===== src/rtl/mem_refill_arbiter.sv =====
// Refill arbiter: shares one word memory between the I-cache and D-cache
// miss handlers. A granted transaction runs an optional 16-word dirty
// writeback and then a 16-word block fill. Each burst is preceded by
// LATENCY wait cycles.
module mem_refill_arbiter #(
   parameter int unsigned LATENCY     = 4,   // 1..255
   parameter int unsigned ME_PRIORITY = 1    // 1: data side wins ties, 0: round-robin
) (
   input  logic        clock,
   input  logic        resetn,
   input  logic        if_req,
   input  logic [25:0] if_blk,
   input  logic        me_req,
   input  logic [25:0] me_blk,
   input  logic        me_dirty,
   input  logic [25:0] me_victim_blk,
   input  logic [31:0] me_wdata,
   output logic        if_grant,
   output logic        me_grant,
   output logic        if_done,
   output logic        me_done,
   output logic        fill_valid,
   output logic [3:0]  fill_idx,
   output logic [31:0] fill_data,
   output logic [3:0]  word_idx,
   output logic [31:0] mem_addr,
   output logic        mem_rd,
   output logic        mem_wr,
   output logic [31:0] mem_wdata,
   input  logic [31:0] mem_rdata
);

   typedef enum logic [2:0] {
      IDLE, WB_WAIT, WB, FILL_WAIT, FILL, DRAIN, DONE
   } state_t;

   localparam logic [7:0] LAT_LAST = 8'(LATENCY - 1);

   state_t      state, state_nxt;
   logic        own_me;       // data side owns the current transaction
   logic        rr_last_me;   // winner of the most recent tie
   logic [25:0] blk_q;        // block being filled
   logic [25:0] victim_q;     // block being written back
   logic [7:0]  cnt;          // latency wait counter
   logic [3:0]  idx;          // burst word index
   logic        fill_vld_q;
   logic [3:0]  fill_idx_q;
   logic        any_req, tie, win_me;

   assign any_req = if_req | me_req;
   assign tie     = if_req & me_req;

   // Arbitration: fixed data-side priority or alternate on ties.
   always_comb begin
      win_me = me_req;
      if (tie) win_me = (ME_PRIORITY != 0) ? 1'b1 : ~rr_last_me;
   end

   // Next-state sequencing of one refill transaction.
   always_comb begin
      state_nxt = state;
      case (state)
         IDLE:      if (any_req) state_nxt = (win_me && me_dirty) ? WB_WAIT : FILL_WAIT;
         WB_WAIT:   if (cnt == LAT_LAST) state_nxt = WB;
         WB:        if (idx == 4'd15) state_nxt = FILL_WAIT;
         FILL_WAIT: if (cnt == LAT_LAST) state_nxt = FILL;
         FILL:      if (idx == 4'd15) state_nxt = DRAIN;
         DRAIN:     state_nxt = DONE;
         DONE:      state_nxt = IDLE;
         default:   state_nxt = IDLE;
      endcase
   end

   // Strobes, addresses and handshake pulses decoded from the current state.
   always_comb begin
      if_grant  = 1'b0;
      me_grant  = 1'b0;
      if_done   = 1'b0;
      me_done   = 1'b0;
      word_idx  = '0;
      mem_addr  = '0;
      mem_rd    = 1'b0;
      mem_wr    = 1'b0;
      mem_wdata = '0;
      case (state)
         IDLE: if (any_req && resetn) begin
            // Gated by reset so every output is quiet while reset is held.
            me_grant = win_me;
            if_grant = ~win_me;
         end
         WB: begin
            word_idx  = idx;
            mem_wr    = 1'b1;
            mem_addr  = {victim_q, idx, 2'b00};
            mem_wdata = me_wdata;
         end
         FILL: begin
            mem_rd   = 1'b1;
            mem_addr = {blk_q, idx, 2'b00};
         end
         DONE: begin
            if_done = ~own_me;
            me_done = own_me;
         end
         default: ;
      endcase
   end

   // Read data returns one cycle after the strobe, so the fill index trails by one.
   assign fill_valid = fill_vld_q;
   assign fill_idx   = fill_idx_q;
   assign fill_data  = fill_vld_q ? mem_rdata : '0;

   // State, transaction latches, counters and the fill-return pipeline.
   always_ff @(posedge clock or negedge resetn) begin
      if (!resetn) begin
         state      <= IDLE;
         own_me     <= 1'b0;
         rr_last_me <= 1'b0;
         blk_q      <= '0;
         victim_q   <= '0;
         cnt        <= '0;
         idx        <= '0;
         fill_vld_q <= 1'b0;
         fill_idx_q <= '0;
      end else begin
         state      <= state_nxt;
         fill_vld_q <= (state == FILL);
         fill_idx_q <= (state == FILL) ? idx : 4'd0;
         if (state == IDLE && any_req) begin
            own_me   <= win_me;
            blk_q    <= win_me ? me_blk : if_blk;
            victim_q <= me_victim_blk;
            if (tie) rr_last_me <= win_me;
         end
         // Counters only advance while the state holds; leaving it clears them.
         cnt <= (state_nxt == state && (state == WB_WAIT || state == FILL_WAIT)) ? cnt + 8'd1 : 8'd0;
         idx <= (state_nxt == state && (state == WB || state == FILL)) ? idx + 4'd1 : 4'd0;
      end
   end

endmodule


===== config.mk =====
export PLATFORM = sky130hd
export DESIGN_NAME = mem_refill_arbiter
export DESIGN_NICKNAME = d
export VERILOG_FILES = /design/src/rtl/mem_refill_arbiter.sv
export SDC_FILE = /design/constraint.sdc
export NUM_CORES = 1
export LEC_CHECK = 0
export CORE_MARGIN = 1
export CORE_UTILIZATION = 40
export CTS_BUF_LIST = sky130_fd_sc_hd__clkbuf_8
export DETAILED_ROUTE_END_ITERATION = 10
export HOLD_SLACK_MARGIN = 0.02
export PLACE_DENSITY_LB_ADDON = 0.12
export SYNTH_ARGS = -nofsm -noshare
export SYNTH_HDL_FRONTEND = slang
export SYNTH_SLANG_ARGS = --single-unit

===== constraint.sdc =====
create_clock -name clock -period 4.35 [get_ports clock]
set_clock_uncertainty 0.15 [all_clocks]
set_input_delay 0.6525 -clock clock [delete_from_list [all_inputs] [get_ports clock]]
set_output_delay 0.6525 -clock clock [all_outputs]
set_load 0.02 [all_outputs]

==> results.md, run 1 <==
* Status: finished clean
* MaxCap Viol Count at 0
* Syn avg cell area at 11.4 um^2
* Row count at 35
* Cell Area, Placed at 0.00663 mm^2
* Worst setup path category: flop to primary output
* Period utilization at 84.4%
* Setup repair bufs after CTS at 0
* GRT met3 Usage at 5.59%
* FMAX at 272 MHz
* Final setup viols at 0
* Synthesized flop and latch total at 73
* Max Slew Vio Count at 0
* WP data arrival at 2.87 ns
* Sequential share of the synthesized area at 46.1%
* WL per Instance at 17.7 um
* Total clock sinks at 73
* Slew headroom at 39.9%
* Die height at 102 um
* Synth top area cells: dfrtp_1 (46%), mux2_2 (22%), and2_1 (11%)
* Worst EP required at 3.55 ns
* Routed via count at 3637
* Share of post-route cells with drive strength above 1 at 17.3%
* Routed wire length at 13.0 mm
* Pwr dens at 456 mW/mm^2
* Clk_lat worst skew at 0.33 ns
* RSZ-0062 raised after global routing: false
* Hold Fails Final Rpt at 0
* First-pass GRT wire length at 19.3 mm
* Setup TNS at 0 ns
* IO Port Bufs at 255
* Post-synth ARST share at 100%
* Slew @ Worst Pin at 0.902 ns
* Core Footprint at 0.00942 mm^2
* DR vias/cell at 4.98
* Crit start category: flop
* Post-synth top cells: mux2_2 (78), dfrtp_1 (73), and2_1 (70), a22o_1 (27), clkbuf_1 (11)
* Hold Crit Class: flop to flop
* Hpwl dp at 10.0 mm
* Die W at 102 um
* Grt met2 use at 41.2%
* Vias in the first global route at 3663
* Cell with the most instances after synthesis: mux2_2
* Lkg Pwr at 0.00281 uW
* H-tree depth at 3
* Cell Area, Synth at 0.00397 mm^2
* Yosys Warn Count at 0
* Total Die Area at 0.0103 mm^2
* Met1 global-route usage at 30.7%
* RD Place Congestion at 0.834
* Nets at 746
* Pre-Repair DR Iteration Count at 4
* Max clock buf depth at 2
* CTS tree: built
* Area grow syn2layout at 72.7%
* Number of synthesized flops with an enable pin at 0
* DR DRC count at 0
* Io pins at 258
* Yosys top cell area share at 46.1%
* Initial Utilization at 42.1%
* Ys flop type: dfrtp_1
* Area of all placed cells without fillers at 0.00685 mm^2
* CP Capture Type: primary output
* Post-route ant nets at 0
* Fill cells at 712
* Largest net degree at the start of global routing at 73
* Initial antenna violation count at 0
* Count of cell types in the netlist at 38
* GRT Resource Usage Total at 24.9%
* Root buffer cell: clkbuf_8
* Reg clk slew, reported paths at 0.08 ns
* Top Usage Layer GRT: met2
* Cells after synthesis at 347
* Drt initial violations at 151
* CTS buffer count at 9
* Post-synth top area cell: dfrtp_1
* Max VDD drop at 0.284 mV
* GR Overflow Total at 0
* # diodes at 0
* Crit-path max FO at 19
* Final min period at 3.67 ns
==> logic make-up after synthesis <==
logic type      Yosys count  share of synthesized area (%)
mux                      78                           22.1
flops                    73                           46.1
compound gates           45                           8.71
fa+ha+maj                 2                          0.631
other cells               1                         0.0945
xor+xnor                  4                          0.883
buf+inv                  29                           3.69
simple gates            115                           17.8
==> worst paths after layout <==
path	to	start	slack, ns	cells past startpoint
max in group asynchronous	victim_q[4]$_DFFE_PN0P_	resetn	2.49	3
min reg2reg	victim_q[20]$_DFFE_PN0P_	victim_q[20]$_DFFE_PN0P_	0.36	1
max reg2reg	victim_q[21]$_DFFE_PN0P_	state[2]$_DFF_PN0_	1.73	4
min	victim_q[20]$_DFFE_PN0P_	victim_q[20]$_DFFE_PN0P_	0.36	1
max	mem_addr[7]	state[0]$_DFF_PN0_	0.68	5
min in group asynchronous	fill_idx[1]$_DFF_PN0_	resetn	0.50	2
==> stage by stage <==
step	util, %	hold WS [ns]	power, uW	worst slack [ns]	cells
6_report	72.7	0.362	3130	0.680	731
5_1_grt	72.7	0.374	3290	0.453	731
4_1_cts	72.7	0.366	3150	0.682	731
3_5_place_dp	70.4	0.298	2580	1.06	714
3_3_place_gp	70.4	0.294	2540	1.12	714
2_1_floorplan	-	0.207	1860	1.90	348
==> cell type report <==
| type | count | area (um^2) | share of cell area, % |
|---|---|---|---|
| Clock inverter | 5 | 62.6 | 0.913 |
| Tap cell | 129 | 161 | 2.36 |
| Multi-Input combinational cell | 246 | 2010 | 29.4 |
| Clock buffer | 11 | 151 | 2.21 |
| Sequential cell | 73 | 1830 | 26.7 |
| Inverter | 5 | 18.8 | 0.274 |
| Timing Repair Buffer | 262 | 2620 | 38.2 |
==> layer usage <==
metal | vias to the layer above | part of all wire, %
li1 | 1730 | -
met1 | 1728 | 40
met5 | - | 0
met3 | 29 | 7.2
met2 | 150 | 49
met4 | 0 | 3.3
==> flip-flops by register name, indices dropped and copies added (netlist names) <==
register	flops
cnt	8
blk_q	26
idx	4
fill_idx	4
state	3
victim_q	26
own_me	1
fill_valid	1
==> layout by cell type (no fill, tap or decap), types with 6 or more instances in the layout <==
cell               n
and2_1            70
mux2_2            78
and3_1            10
buf_4              6
a22o_1            27
clkbuf_8          11
o21ai_0            7
clkdlybuf4s50_1  254
nor2_1             8
dfrtp_1           73
==> power by group <==
part / switching (uW) / internal (uW)
combinational: 753 / 848
clock: 256 / 299
sequential: 119 / 851
total: 1130 / 2000
==> critical path, stage by stage, from the launching register on <==
cell	delay, ns
dfrtp_1	0.46
nor2_1	0.27
and2_1	0.71
buf_4	0.32
a22o_1	0.16
clkdlybuf4s50_1	0.60
==> repair_timing <==
item | CTS | global route
hold endpoints to repair | 1 | 0
resized for setup | 0 | 0
setup endpoints to repair | 0 | 0
hold buffers | 1 | 0
Power figures use the tool's default switching activity.
==> run 2, diff against run 1 <==
Settings changed: CORE_UTILIZATION 40 to 34.
Clock period 4.35 ns to 3.15 ns, I/O delays scaled along.
==> results.md, run 2 (synthesis results as in run 1) <==
* Row count at 39
* Status: finished clean
* RD Place Congestion at 0.836
* WP buf/inv at 2
* Sw frac at 34.5%
* CTS tree: built
* Initial Utilization at 34.9%
* Max Slew Vio Count at 0
* Pre-Repair DR Iteration Count at 4
* DR DRC count at 0
* Worst Hold Slack at 0.227 ns
* FMAX at 337 MHz
* Hpwl dp at 10.5 mm
* Nets at 748
* Routed wire length at 13.4 mm
* Hold Fails Final Rpt at 0
* WL per Instance at 17.9 um
* MaxCap Viol Count at 0
* GR Overflow Total at 0
* Die W at 110 um
* First-pass GRT wire length at 19.0 mm
* Vias in the first global route at 3530
* Register area at 0.00183 mm^2
* Slew @ Worst Pin at 0.920 ns
* Setup TNS at 0 ns
* Max clock buf depth at 2
* Final min period at 2.97 ns
* Io pins at 258
* Combinational fraction of design power at 49.6%
* Final setup viols at 0
* Worst setup path category: flop to primary output
* Final core occ at 60.8%
* Post-route ant nets at 0
* Pwr dens at 643 mW/mm^2
* Largest net degree at the start of global routing at 74
* DR vias/cell at 4.81
* Critical path cell sequence: nor2_2 > and2_1 > buf_4 > a22o_1 > clkdlybuf4s50_1
* Routed via count at 3591
* Crit-path max FO at 27
* Largest registers: blk_q x26, victim_q x26, cnt x8
* Multi-input logic area at 0.00201 mm^2
* Slew headroom at 38.7%
* Hold Crit Class: primary input to async pin
* Total clock sinks at 73
* Drt initial violations at 156
* IO Port Bufs at 255
* Fill cells at 965
* Slowest cell on the critical path: clkdlybuf4s50_1
* # diodes at 0
* CTS buffer count at 9
* Worst EP required at 2.53 ns
* Cell family with most CP delay: buffers and inverters
* WP data arrival at 2.35 ns
* Net Sw Power at 1530 uW
* Lkg Pwr at 0.00284 uW
* Commonest non-fill, non-tap cells in the layout: clkdlybuf4s50_1 (254), mux2_2 (78), dfrtp_1 (73), and2_1 (70), a22o_1 (27)
* Clk_lat worst skew at 0.34 ns
* RSZ-0062 raised after global routing: false
* Initial antenna violation count at 1
* GRT Resource Usage Total at 21.5%
* Total Die Area at 0.0121 mm^2
* Crit start category: flop
* CP Capture Type: primary output
* Reg power frac at 30.6%
* Most common cell after layout, fill and taps aside: clkdlybuf4s50_1
* Reg clk slew, reported paths at 0.08 ns
* Crit path largest cell delay at 0.61 ns
* Core Footprint at 0.0114 mm^2
* Hold Buf Count CTS at 0
* Die height at 110 um
* Period utilization at 94.3%
* H-tree depth at 3
* Clock Power Share at 19.8%
* Internal at 2910 uW
* Root buffer cell: clkbuf_8
* Area grow syn2layout at 74.3%
* Share of post-route cells with drive strength above 1 at 17.7%
* Max VDD drop at 0.354 mV
[run 2: per-stage QoR]
| stage | std cells | cell area [um^2] | power [uW] | setup WS (ns) |
|---|---|---|---|---|
| after floorplan | 348 | 3970 | 2560 | 0.882 |
| after CTS | 747 | 6910 | 4500 | 0.0453 |
| final | 747 | 6910 | 4450 | 0.180 |
| after global routing | 747 | 6910 | 4700 | 0.0242 |
| after global placement | 731 | 6670 | 3570 | 0.556 |
| after detailed placement | 731 | 6670 | 3590 | 0.452 |
[run 2: cell type report]
cell class                      count  share of cell area [%]
Clock buffer                       10                    1.99
Clock inverter                      6                    1.54
Inverter                            5                   0.272
Multi-Input combinational cell    246                    29.1
Sequential cell                    73                    26.4
Tap cell                          143                    2.59
Timing Repair Buffer              264                    38.1
[run 2: repair_timing]
item                                    CTS  global route
gates resized for setup                   0             1
buffers inserted                          0             0
endpoints found under the setup margin    0            25
[run 2: power groups by stage]
stage / Sequential [uW] / Clock, uW / Combinational, uW
detailed placement: 1380 / 0 / 2210
global placement: 1380 / 0 / 2190
finish: 1360 / 882 / 2200
global route: 1390 / 942 / 2370
floorplan: 1300 / 0 / 1270
CTS: 1360 / 907 / 2230
[run 2: path summary, 6_finish.rpt]
check	from	to	slack (ns)	cells past startpoint
hold reg to reg	blk_q[25]$_DFFE_PN0P_	blk_q[25]$_DFFE_PN0P_	0.36	1
max in group asynchronous	resetn	blk_q[24]$_DFFE_PN0P_	2.02	2
setup / recovery	state[0]$_DFF_PN0_	mem_addr[13]	0.18	5
setup reg to reg	state[2]$_DFF_PN0_	victim_q[19]$_DFFE_PN0P_	0.99	5
min in group clock	blk_q[25]$_DFFE_PN0P_	blk_q[25]$_DFFE_PN0P_	0.36	1
hold / removal	resetn	blk_q[22]$_DFFE_PN0P_	0.23	2
[run 2: worst register-to-register path: stages, from the launching register on]
cell	delay [ns]
dfrtp_1	0.54
nor3_1	0.28
buf_4	0.17
nor2b_4	0.14
buf_4	0.37
mux2_2	0.41
[run 2: metal layers]
metal / global-route usage (%) / wire, um / vias to the layer above
li1: - / - / 1727
met1: 24.5 / 5090 / 1692
met2: 38.2 / 6820 / 148
met3: 5.11 / 1100 / 22
met4: 9.24 / 335 / 2
met5: 0 / 13 / -
